$ cat config.mk
export PLATFORM = sky130hd
export DESIGN_NAME = cone_vector_driver
export DESIGN_NICKNAME = d
export VERILOG_FILES = /design/src/rtl/cone_drv_pkg.sv /design/src/rtl/cone_drv_shift.sv /design/src/rtl/cone_vector_driver.sv
export SDC_FILE = /design/constraint.sdc
export NUM_CORES = 1
export LEC_CHECK = 0
export ABC_AREA = 0
export BUFFER_PORTS_ARGS = -buffer_cell sky130_fd_sc_hd__buf_2
export CAP_MARGIN = 20
export CORE_ASPECT_RATIO = 0.7
export CORE_MARGIN = 3
export CORE_UTILIZATION = 42
export CTS_CLUSTER_DIAMETER = 40
export DETAILED_ROUTE_END_ITERATION = 10
export PLACE_DENSITY = 0.69
export SYNTH_ARGS = -nofsm -noshare
export SYNTH_HDL_FRONTEND = slang
export SYNTH_SLANG_ARGS = --single-unit
$ cat constraint.sdc
create_clock -name clk -period 1.74 [get_ports clk]
set_input_delay 0.087 -clock clk [delete_from_list [all_inputs] [get_ports clk]]
set_output_delay 0.087 -clock clk [all_outputs]
set_load 0.05 [all_outputs]
$ cat src/rtl/cone_drv_pkg.sv
// Shared definitions for the cone vector driver.
//
// Contents:
//   state_t   - driver FSM states (SHIFT, APPLY, CAPTURE, REPORT)
//   frame_len - serial frame length for a given vector width.
//               The length is VEC_W+1 when CONE_DRV_GOLDEN_CMP_EN is defined
//               (a trailing expected bit is added), and VEC_W otherwise.
package cone_drv_pkg;

    typedef enum logic [1:0] {
        SHIFT   = 2'd0,
        APPLY   = 2'd1,
        CAPTURE = 2'd2,
        REPORT  = 2'd3
    } state_t;

    function automatic int frame_len(input int vec_w);
`ifdef CONE_DRV_GOLDEN_CMP_EN
        return vec_w + 1;
`else
        return vec_w;
`endif
    endfunction

endpackage

$ cat src/rtl/cone_drv_shift.sv
// Serial frame assembler for the cone vector driver.
//
// Bits arrive LSB first. Each new bit enters at the MSB and the register
// shifts right, so after a full frame bit k of the frame sits at index k.
//
// Ports:
//   clk        in   clock, rising edge
//   rst        in   synchronous active-high reset
//   shift_en   in   a frame bit transfers this cycle
//   bit_in     in   the frame bit
//   frame      out  assembled frame, frame_len(VEC_W) bits
//   frame_done out  pulse: this transfer carries the last frame bit
module cone_drv_shift
    import cone_drv_pkg::*;
#(
    parameter int VEC_W = 31
) (
    input  logic                        clk,
    input  logic                        rst,
    input  logic                        shift_en,
    input  logic                        bit_in,
    output logic [frame_len(VEC_W)-1:0] frame,
    output logic                        frame_done
);

    localparam int FL = frame_len(VEC_W);
    localparam int CW = $clog2(FL);

    logic [CW-1:0] bit_cnt;
    logic          last_bit;

    assign last_bit   = (bit_cnt == CW'(FL - 1));
    assign frame_done = shift_en && last_bit;

    always_ff @(posedge clk) begin
        if (rst) begin
            frame   <= '0;
            bit_cnt <= '0;
        end else if (shift_en) begin
            frame   <= {bit_in, frame[FL-1:1]};
            bit_cnt <= last_bit ? '0 : bit_cnt + CW'(1);
        end
    end

endmodule

$ cat src/rtl/cone_vector_driver.sv
// Stimulus driver and response capturer for a single-output combinational
// cone. A serial frame is assembled, applied to the cone as a stable vector,
// and after SETTLE cycles the cone output is sampled and reported.
//
// Optional feature macro: CONE_DRV_GOLDEN_CMP_EN
//   defined   - frame carries a trailing expected bit; res_mismatch and the
//               saturating err_cnt report disagreement with the cone output.
//   undefined - no compare logic; res_mismatch and err_cnt are constant 0
//               and err_clr is ignored.
//
// Handshakes: a transfer happens on a rising edge where valid and ready are
// both high; valid holds its data until that edge and ready never depends
// on valid.
//
// Ports:
//   clk, rst      clock (rising edge) and synchronous active-high reset
//   si_valid/si_data/si_ready   serial frame bit input handshake
//   vec_o         vector applied to the cone (changes only on APPLY entry)
//   resp_i        cone output
//   res_valid/res_data/res_mismatch/res_ready   result output handshake
//   err_clr       synchronous clear of err_cnt (wins over an increment)
//   err_cnt       saturating mismatch count
//   busy          high in every state except SHIFT
//   state         FSM state, exposed for debug
module cone_vector_driver
    import cone_drv_pkg::*;
#(
    parameter int VEC_W  = 31,
    parameter int SETTLE = 2,
    parameter int CNT_W  = 16
) (
    input  logic             clk,
    input  logic             rst,
    input  logic             si_valid,
    input  logic             si_data,
    output logic             si_ready,
    output logic [VEC_W-1:0] vec_o,
    input  logic             resp_i,
    output logic             res_valid,
    output logic             res_data,
    output logic             res_mismatch,
    input  logic             res_ready,
    input  logic             err_clr,
    output logic [CNT_W-1:0] err_cnt,
    output logic             busy,
    output state_t           state
);

    localparam int FL = frame_len(VEC_W);
    localparam int SW = (SETTLE > 1) ? $clog2(SETTLE) : 1;

    logic [FL-1:0] frame;
    logic          frame_done;
    logic          shift_en;
    logic [SW-1:0] settle_cnt;

    assign si_ready = (state == SHIFT);
    assign busy     = (state != SHIFT);
    assign shift_en = si_valid && si_ready;

    cone_drv_shift #(
        .VEC_W(VEC_W)
    ) u_shift (
        .clk       (clk),
        .rst       (rst),
        .shift_en  (shift_en),
        .bit_in    (si_data),
        .frame     (frame),
        .frame_done(frame_done)
    );

    always_ff @(posedge clk) begin
        if (rst) begin
            state      <= SHIFT;
            settle_cnt <= '0;
            vec_o      <= '0;
            res_valid  <= 1'b0;
            res_data   <= 1'b0;
        end else begin
            case (state)
                SHIFT: begin
                    if (frame_done) state <= APPLY;
                end
                APPLY: begin
                    // The first APPLY cycle loads the vector; the remaining
                    // cycles only let the cone settle.
                    if (settle_cnt == '0) vec_o <= frame[VEC_W-1:0];
                    if (settle_cnt == SW'(SETTLE - 1)) begin
                        settle_cnt <= '0;
                        state      <= CAPTURE;
                    end else begin
                        settle_cnt <= settle_cnt + SW'(1);
                    end
                end
                CAPTURE: begin
                    res_data  <= resp_i;
                    res_valid <= 1'b1;
                    state     <= REPORT;
                end
                REPORT: begin
                    if (res_ready) begin
                        res_valid <= 1'b0;
                        state     <= SHIFT;
                    end
                end
                default: state <= SHIFT;
            endcase
        end
    end

`ifdef CONE_DRV_GOLDEN_CMP_EN
    logic expected_bit;
    logic mismatch_now;

    assign expected_bit = frame[VEC_W];
    assign mismatch_now = resp_i ^ expected_bit;

    always_ff @(posedge clk) begin
        if (rst) begin
            res_mismatch <= 1'b0;
        end else if (state == CAPTURE) begin
            res_mismatch <= mismatch_now;
        end
    end

    always_ff @(posedge clk) begin
        if (rst || err_clr) begin
            err_cnt <= '0;
        end else if ((state == CAPTURE) && mismatch_now && (err_cnt != '1)) begin
            err_cnt <= err_cnt + CNT_W'(1);
        end
    end
`else
    logic unused_err_clr;

    assign unused_err_clr = err_clr;
    assign res_mismatch   = 1'b0;
    assign err_cnt        = '0;
`endif

endmodule
After elaboration in Yosys (flattened, before gate mapping)

Cells that the tools add are included.
Widths: inputs -> output; s select.

Register bits: 72
Input bits: 7
Output and inout port bits: 54
Word-level logic and storage cells: 33

Add/sub/neg operators: 2
Equal/unequal tests: 7
Muxes and demuxes: 8
Bitwise operators: 1
Reductions and logical operators: 8

Operators with widths:

| cell                | count |
|---|---|
| $pmux 2 s4          | 1 |
| $mux 2              | 3 |
| $add 5x1->5 const B | 1 |
| $eq 5x5->1 const B  | 1 |
| $mux 5              | 1 |
| $eq 2x2->1 const B  | 2 |
| $ne 2x2->1 const B  | 2 |
| $reduce_and 2->1    | 2 |
| $reduce_bool 2->1   | 2 |
| $reduce_and 3->1    | 1 |
| $eq 2x1->1 const B  | 1 |
| $logic_and 1x1->1   | 2 |
| $logic_not 2->1     | 1 |
| $mux 1              | 2 |
| $ne 2x1->1 const B  | 1 |
| $pmux 1 s2          | 1 |
| $add 1x1->1 const B | 1 |
| $not 1->1           | 1 |

Logic depth before layout (Yosys ltp)

Gate-level depths: netlist of run 1.

Depth after elaboration: 5
Depth in mapped cells: 7

By module

From an unflattened synthesis of run 1, not the netlist that was laid out.

Cells, all modules: 309
Area, all modules: 2,840.2 um^2

Modules (own cells, without submodules):

| module             | times used | cells an instance | area an instance (um^2) |
|---|---|---|---|
| cone_vector_driver | 1          | 184               | 1,472.7 |
| cone_drv_shift     | 1          | 125               | 1,367.6 |

Worst setup path before layout of run 1

Ideal clock, no wire load.

Path type: register to register
Start point: register state[0]
End point: register state[0]
Library setup time: 0.072 ns
Data arrival time: 2.144 ns
Data required time: 1.668 ns
Slack: -0.476 ns
Cell stages (with the launch flop): 6
Cell sequence: dfxtp_1 > inv_1 > ha_1 > a21boi_0 > a2111oi_2 > mux2i_1

Word-level cells in the longest chain between the ends: 5
Elaborated cells on any way between the ends: 11

RTL lines:

| item                              | line                     | text |
|---|---|---|
| from (decl)                       | cone_vector_driver.sv:46 | `output state_t state` |
| from (signal assigned)            | cone_vector_driver.sv:74 | `state <= SHIFT;` |
| from (signal assigned)            | cone_vector_driver.sv:82 | `if (frame_done) state <= APPLY;` |
| from (signal assigned)            | cone_vector_driver.sv:90 | `state <= CAPTURE;` |
| $logic_not 2->1 *                 | cone_vector_driver.sv:57 | `assign si_ready = (state == SHIFT);` |
| via si_ready                      | cone_vector_driver.sv:36 | `output logic si_ready,` |
| $logic_and 1x1->1                 | cone_vector_driver.sv:59 | `assign shift_en = si_valid && si_ready;` |
| $logic_and 1x1->1                 | cone_drv_shift.sv:33     | `assign frame_done = shift_en && last_bit;` |
| $ne 2x1->1 (no source line)       | --                       |  |
| $reduce_and 3->1 (no source line) | --                       |  |

The timed path passes the listed nets; every way through them passes the cells marked *.
A chain may end at the register's enable or synchronous reset.

Final worst setup path of run 1

Start point: register state[0]
End point: register state[1]

Word-level cells in the longest chain between the ends: 5
Elaborated cells on any way between the ends: 11

RTL lines:

| item                              | line |
|---|---|
| $logic_not 2->1                   | cone_vector_driver.sv:57, cone_vector_driver.sv:80 |
| $logic_and 1x1->1                 | cone_vector_driver.sv:59 |
| $logic_and 1x1->1                 | cone_drv_shift.sv:33 |
| $ne 2x1->1 (no source line)       | -- |
| $reduce_and 3->1 (no source line) | -- |

Parallel ways exist; a longest one is shown, timed or not.

==> impl_results.md, run 1 <==
* Synth Instances at around 350
* Kind of critical path: flop to flop
* Reg clk slew, reported paths at 0.07 ns
* Overall Global Routing Usage at 14.9%
* # rows at 24
* Total congestion overflow at 0
* Synthesized cell area at 0.00280 mm²
* Hold_buf cts at 2
* Power Density at about 900 mW/mm²
* DRC at 0
* Core area at about 0.0063 mm²
* Nets at roughly 400
* First-pass GRT wire length at approximately 9.2 mm
* Total Routed Length at 5.46 mm
* DR top layer: met4
* Largest net degree at the start of global routing at 46
* Number of gates resized after CTS at 0
* Root Driver: clkbuf_8
* Fmax at a little over 600 MHz
* Width of the die at 104 µm
* Met3 wire len at between 200 and 300 µm
* Worst-skew pair later-pin latency at approximately 0.34 ns
* Final Skew at about 0.0031 ns
* Setup bufs post-CTS at 0
* Clk sink count at slightly above 70
* # placed instances at ~470
* Final min period at roughly 1.6 ns
* Setup violations, final at 0
* Hold Startpoint: res_ready
* P&R area growth vs syn at 15.7%
* Placed inst area at 0.00305 mm²
* DR WL/cell at approximately 11 µm
* R2r setup slk at ~0.13 ns
* Hold depth at 4
* M1 WL at 2.63 mm
* First-pass DRT Iterations at 4
* Maximum vdd drop at approximately 0.36 mV
* Slew @ Worst Pin at approximately 0.5 ns
* Detailed Route Iter0 Violations at 90
* Via count at around 2200
* Fin area at between 0.003 and 0.004 mm²
* Syn_area_per_cell at between 8 and 9 µm²
* Vias per Instance at roughly 4.6
* Starting Density at between 40% and 50%
* Reg2Reg Launch Point: state[0]
* Max_cap viols at 0
* Hold Crit Endpoint: res_valid
* Worst hold path class: primary input to flop
* RSZ-0062 raised after global routing: no
* Share of post-route cells with drive strength above 1 at 17.9%
* CP max stage cell: a2111oi_2
* Non-Filler Instances at 483
* Crit Reg-Reg Endpoint: state[1]
* Startpoint types: flop
* Yosys reg bits at between 70 and 80
* Max_slew headroom at ~66%
* Antenna Violating Nets Remaining at 0
* Die outline area at between 0.007 and 0.008 mm²
* Tot Pwr at roughly 3 mW
* Die H at 74.3 µm
* Outcome: completed
* Synth warnings at 0
* HPWL after DPL at between 3 and 4 mm
* Worst-path fanout max at 9
* Ant diodes at 0
* CP Capture Type: flop
* Cell variety after synth at 26
* Seq/Total Area, Yosys at between 50% and 60%
* CTS Buf Count at 9
* I/O pin total at 61
* CP peak stage delay at between 0.4 and 0.5 ns
* H-tree lvl count at 3
* Routability-driven placement congestion ratio at around 0.71
* Clk buf depth at 2
* Met2 wire len at about 2.5 mm
* Period utilization at between 90 and 100%
* CP Cell Sequence: inv_1 > ha_2 > a21boi_0 > a2111oi_2 > mux2i_1
* Pleak at ~1.2 nW
* Sum of negative setup slack at 0 ns
* Antenna violations before repair at 0
* Number of global-route vias before repair at around 2000
* Crit path launch: state[0]
* IO buf count at 42
* Fin. max-slew vios at 0
* # fillers at 635
* Final hold violation count at 0
* TritonCTS clock tree: done
* Req. time, crit path at between 2 and 2.5 ns
* WP data arrival at 1.88 ns
* Worst reg2reg path depth at 5
worst max path at each step:
stage	to	slack (ns)	depth (start not counted)
floorplan	state[0]	0.02	5
global placement	state[1]	0.18	5
detailed placement	state[1]	0.13	5
CTS	state[1]	0.11	5
global route	state[1]	0.02	5
finish	state[1]	0.13	5
cell usage after synthesis:
master / count / area [µm²]
a2111oi_2: 1 / 15.0
a211oi_1: 1 / 7.51
a21boi_0: 1 / 7.51
a21oi_1: 66 / 330
and2_2: 1 / 7.51
buf_2: 7 / 35.0
buf_4: 18 / 135
clkbuf_1: 13 / 48.8
conb_1: 1 / 3.75
dfxtp_1: 72 / 1440
ha_1: 7 / 87.6
inv_1: 4 / 15.0
mux2i_1: 3 / 30.0
nand2_1: 128 / 480
nand2b_1: 5 / 31.3
nand3_1: 2 / 10.0
nand3_2: 1 / 10.0
nand4_1: 1 / 6.26
nor2_1: 6 / 22.5
nor2b_1: 3 / 18.8
o21ai_0: 2 / 10.0
o21bai_1: 2 / 15.0
or3_1: 1 / 6.26
or3b_1: 1 / 8.76
xnor2_1: 1 / 8.76
xor2_1: 1 / 8.76
state kept, by name, summed over array words and instances, names as in the netlist:
register and cells:
u_shift.frame 31, settle_cnt 1, u_shift.bit_cnt 5, res_valid 1, vec_o 31, res_data 1, state 2
through the flow:
stage	util, %	worst slack (ns)	hold WS (ns)
after floorplan	-	0.0194	0.223
after detailed placement	48.1	0.131	0.334
after CTS	51.1	0.107	0.0465
after global routing	51.1	0.0188	0.0725
after global placement	48.1	0.181	0.328
final	51.1	0.128	0.0604
layer usage:
metal / up-vias / global-route usage [%]
met3: 9 / 6.50
met5: - / 0
li1: 1163 / -
met1: 998 / 19.0
met2: 49 / 23.0
met4: 0 / 5.46
placed cells by master (no fill, tap or decap):
master and n:
nand2b_1 5, o21ai_0 2, buf_2 42, dfxtp_4 2, ha_2 1, dfxtp_1 70
conb_1 17, nor2_1 6, xor2_1 1, and2_2 1, mux2i_1 3, buf_4 4
or3b_1 1, xnor2_1 1, dlygate4sd3_1 2, nand3_1 2, a21oi_1 66, a21boi_0 1
clkinv_2 4, a2111oi_2 1, nand2_1 128, o21bai_1 2, or3_1 1, nor2b_1 2
nand3_2 1, inv_1 4, clkbuf_8 11, nor2b_2 1, buf_12 2, a211oi_1 1
ha_1 6, nand4_1 1
cell type report:
cell class	count	area [µm²]	area share (%)
tap	91	114	3.51
clock inverter	4	20.0	0.618
clock buffer	11	151	4.67
inverter	4	15.0	0.463
sequential	72	1450	44.7
timing repair buffer	50	300	9.27
multi-input combinational	251	1190	36.8
cell families (layout without fill, tap and decap cells):
group,count (synthesis),count (layout),synth area share (%)
AO/OA/AOI/OAI,73,73,13.8
multiplexers,3,3,1.07
adder cells (fa/ha/maj),7,7,3.13
AND/OR/NAND/NOR,149,149,21.5
XOR/XNOR,2,2,0.625
other,1,17,0.134
flip-flops,72,72,51.5
buffers and inverters,42,69,8.35
critical path, delay by kind of cell, from the launching register on:
kind	cells	cell delay, ns
DFF	1	0.37
buffers and inverters	1	0.08
AOI/OAI and AO/OA	2	0.60
adders and majority gates	1	0.25
muxes	1	0.23
where the power goes:
part           switching [mW]  total, mW  internal (mW)
combinational           0.144      0.175         0.0317
clock                   0.575       1.15          0.577
sequential            0.00816       1.66           1.65
Power figures use the tool's default switching activity.
==> run 2: changes to the inputs <==
--- a/config.mk
+++ b/config.mk
@@ -10,10 +10,10 @@
 export CAP_MARGIN = 20
 export CORE_ASPECT_RATIO = 0.7
 export CORE_MARGIN = 3
-export CORE_UTILIZATION = 42
+export CORE_UTILIZATION = 43
 export CTS_CLUSTER_DIAMETER = 40
 export DETAILED_ROUTE_END_ITERATION = 10
-export PLACE_DENSITY = 0.69
+export PLACE_DENSITY = 0.71
 export SYNTH_ARGS = -nofsm -noshare
 export SYNTH_HDL_FRONTEND = slang
 export SYNTH_SLANG_ARGS = --single-unit
==> run 2 against run 1 <==
Against the previous run: die area fell by 2.2%; largest power group unchanged; power down 1.1%; via count fell by 2.3%; setup slack gained 0.023 ns; highest routed layer unchanged; first-iteration DRC count down 6.7%.
==> impl_results.md, run 2 (synthesis gave the netlist of run 1 again) <==
* Outcome: completed (unchanged)
* CP Capture Type: flop (unchanged)
* Clk sink count at 72 (unchanged)
* Antenna violations before repair at 0 (unchanged)
* Die outline area at 0.00753 mm² (was 0.00770 mm²)
* First-pass GRT wire length at 8.95 mm (was 9.16 mm)
* Routability-driven placement congestion ratio at 0.732 (was 0.708)
* Pleak at 1.24 nW (about the same)
* Via count at 2169 (was 2219)
* Startpoint types: flop (unchanged)
* Int Pwr at 2.23 mW (was 2.26 mW)
* Power Density at 916 mW/mm² (was 922 mW/mm²)
* HPWL after DPL at 3.47 mm (was 3.59 mm)
* Setup bufs post-CTS at 0 (unchanged)
* Clk buf depth at 2 (unchanged)
* Commonest non-fill, non-tap cell in the layout: nand2_1 (unchanged)
* Largest net degree at the start of global routing at 48 (was 46)
* DR WL/cell at 11.4 µm (was 11.3 µm)
* Root Driver: clkbuf_8 (unchanged)
* Total congestion overflow at 0 (unchanged)
* Antenna Violating Nets Remaining at 0 (unchanged)
* Starting Density at 46.6% (was 44.2%)
* Max_cap viols at 0 (unchanged)
* R2r setup slk at 0.15 ns (was 0.13 ns)
* Maximum vdd drop at 0.366 mV (was 0.361 mV)
* Share of post-route cells with drive strength above 1 at 17.3% (was 17.9%)
* Detailed Route Iter0 Violations at 84 (was 90)
* Fmax at 629 MHz (was 620 MHz)
* IO buf count at 42 (unchanged)
* Util after Layout at 53.6% (was 51.1%)
* I/O pin total at 61 (unchanged)
* CP peak stage delay at 0.36 ns (was 0.45 ns)
* Sum of negative setup slack at 0 ns (unchanged)
* Worst hold path class: primary input to flop (unchanged)
* Most frequent cells in the layout: nand2_1, dfxtp_1, a21oi_1 (unchanged)
* CP max stage cell: dfxtp_4 (was a2111oi_2)
* Worst-path fanout max at 21 (was 9)
* Clk pwr share at 37.9% (was 38.5%)
* Biggest regs: u_shift.frame x31, vec_o x31, u_shift.bit_cnt x5 (unchanged)
* Req. time, crit path at 2.01 ns (about the same)
* Number of global-route vias before repair at 1970 (was 1989)
* # rows at 23 (was 24)
* TritonCTS clock tree: done (unchanged)
* Reg clk slew, reported paths at 0.07 ns (about the same)
* CP Cell Sequence: inv_1 > ha_2 > and2_2 > buf_12 > nand2_1 > a21oi_1 (was inv_1 > ha_2 > a21boi_0 > a2111oi_2 > mux2i_1)
* Die H at 73.5 µm (was 74.3 µm)
* WP data arrival at 1.86 ns (was 1.88 ns)
* RSZ-0062 raised after global routing: no (unchanged)
* Overall Global Routing Usage at 15.5% (was 14.9%)
* NetSw at 723 µW (was 726 µW)
* First-pass DRT Iterations at 4 (unchanged)
* Sequential Power Share at 56.2% (was 55.6%)
* Total Routed Length at 5.34 mm (was 5.46 mm)
* Final hold violation count at 0 (unchanged)
* Final Skew at 0.00733 ns (was 0.00306 ns)
* H-tree lvl count at 3 (unchanged)
* Ant diodes at 0 (unchanged)
* Vias per Instance at 4.64 (was 4.59)
* Nets at 401 (was 402)
* Sw Ratio at 24.5% (was 24.3%)
* Fin. max-slew vios at 0 (unchanged)
* P&R area growth vs syn at 15.1% (was 15.7%)
* Setup violations, final at 0 (unchanged)
* Kind of critical path: flop to flop (unchanged)
* Core area at 0.00601 mm² (was 0.00634 mm²)
* DRC at 0 (unchanged)
* Comb pwr share at 5.9% (about the same)
* Width of the die at 102 µm (was 104 µm)
* Final min period at 1.59 ns (was 1.61 ns)
* Worst-skew pair later-pin latency at 0.34 ns (about the same)
* CTS Buf Count at 9 (unchanged)
* Period utilization at 91.3% (was 92.6%)
run 2: changes by cell type in the layout (fill, tap and decap cells not counted), sizes merged:
cell	change
buf	-1
clkbuf	+1
run 2: through the flow:
stage | setup WS [ns] | power, mW | instances | cell area, µm² | hold WS (ns)
6_report | 0.151 | 2.95 | 467 | 3220 | 0.0546
5_1_grt | 0.00739 | 3.08 | 467 | 3220 | 0.108
4_1_cts | 0.121 | 2.99 | 467 | 3210 | 0.0395
3_5_place_dp | 0.145 | 1.87 | 449 | 3020 | 0.337
3_3_place_gp | 0.184 | 1.87 | 449 | 3020 | 0.326
2_1_floorplan | 0.0194 | 1.87 | 365 | 2870 | 0.223
run 2: critical path, delay by kind of cell, from the launching register on:
family | cells | cell delay, ns
AO/OA/AOI/OAI | 1 | 0.12
adder cells (fa/ha/maj) | 1 | 0.30
buffers and inverters | 2 | 0.30
flip-flops | 1 | 0.36
AND/OR/NAND/NOR | 2 | 0.43
run 2: worst paths after layout:
kind              cells after the start       from           endpoint
setup / recovery                      6   state[0]  u_shift.frame[23]
hold / removal                        4  res_ready          res_valid
setup reg to reg                      6   state[0]  u_shift.frame[23]
hold reg to reg                       2   vec_o[5]           vec_o[5]
run 2: area by class of cell:
class | count | area (µm²)
Clock buffer | 12 | 145
Clock inverter | 4 | 20.0
Fill cell | 596 | 2790
Inverter | 4 | 15.0
Multi-Input combinational cell | 251 | 1200
Sequential cell | 72 | 1450
Tap cell | 75 | 93.8
Timing Repair Buffer | 49 | 297
run 2: power by group through the flow:
stage / registers (mW) / clock network (mW) / logic, mW
final: 1.66 / 1.12 / 0.175
after global routing: 1.66 / 1.23 / 0.188
after CTS: 1.66 / 1.16 / 0.175
after detailed placement: 1.70 / 0 / 0.171
after global placement: 1.70 / 0 / 0.170
after floorplan: 1.70 / 0 / 0.175
run 2: per-layer routing:
| layer | global-route usage, % | part of all wire [%] | vias up |
|---|---|---|---|
| li1 | - | - | 1162 |
| met1 | 19.2 | 48 | 964 |
| met2 | 23.7 | 45 | 38 |
| met3 | 5.98 | 5.0 | 5 |
| met4 | 6.99 | 1.4 | 0 |
| met5 | 0 | 0 | - |
run 2: what timing repair did:
action | 4_1_cts | 5_1_grt
gates resized for setup | 0 | 2
setup endpoints to repair | 0 | 1
endpoints found under the hold margin | 2 | 0
hold buffers | 2 | 0
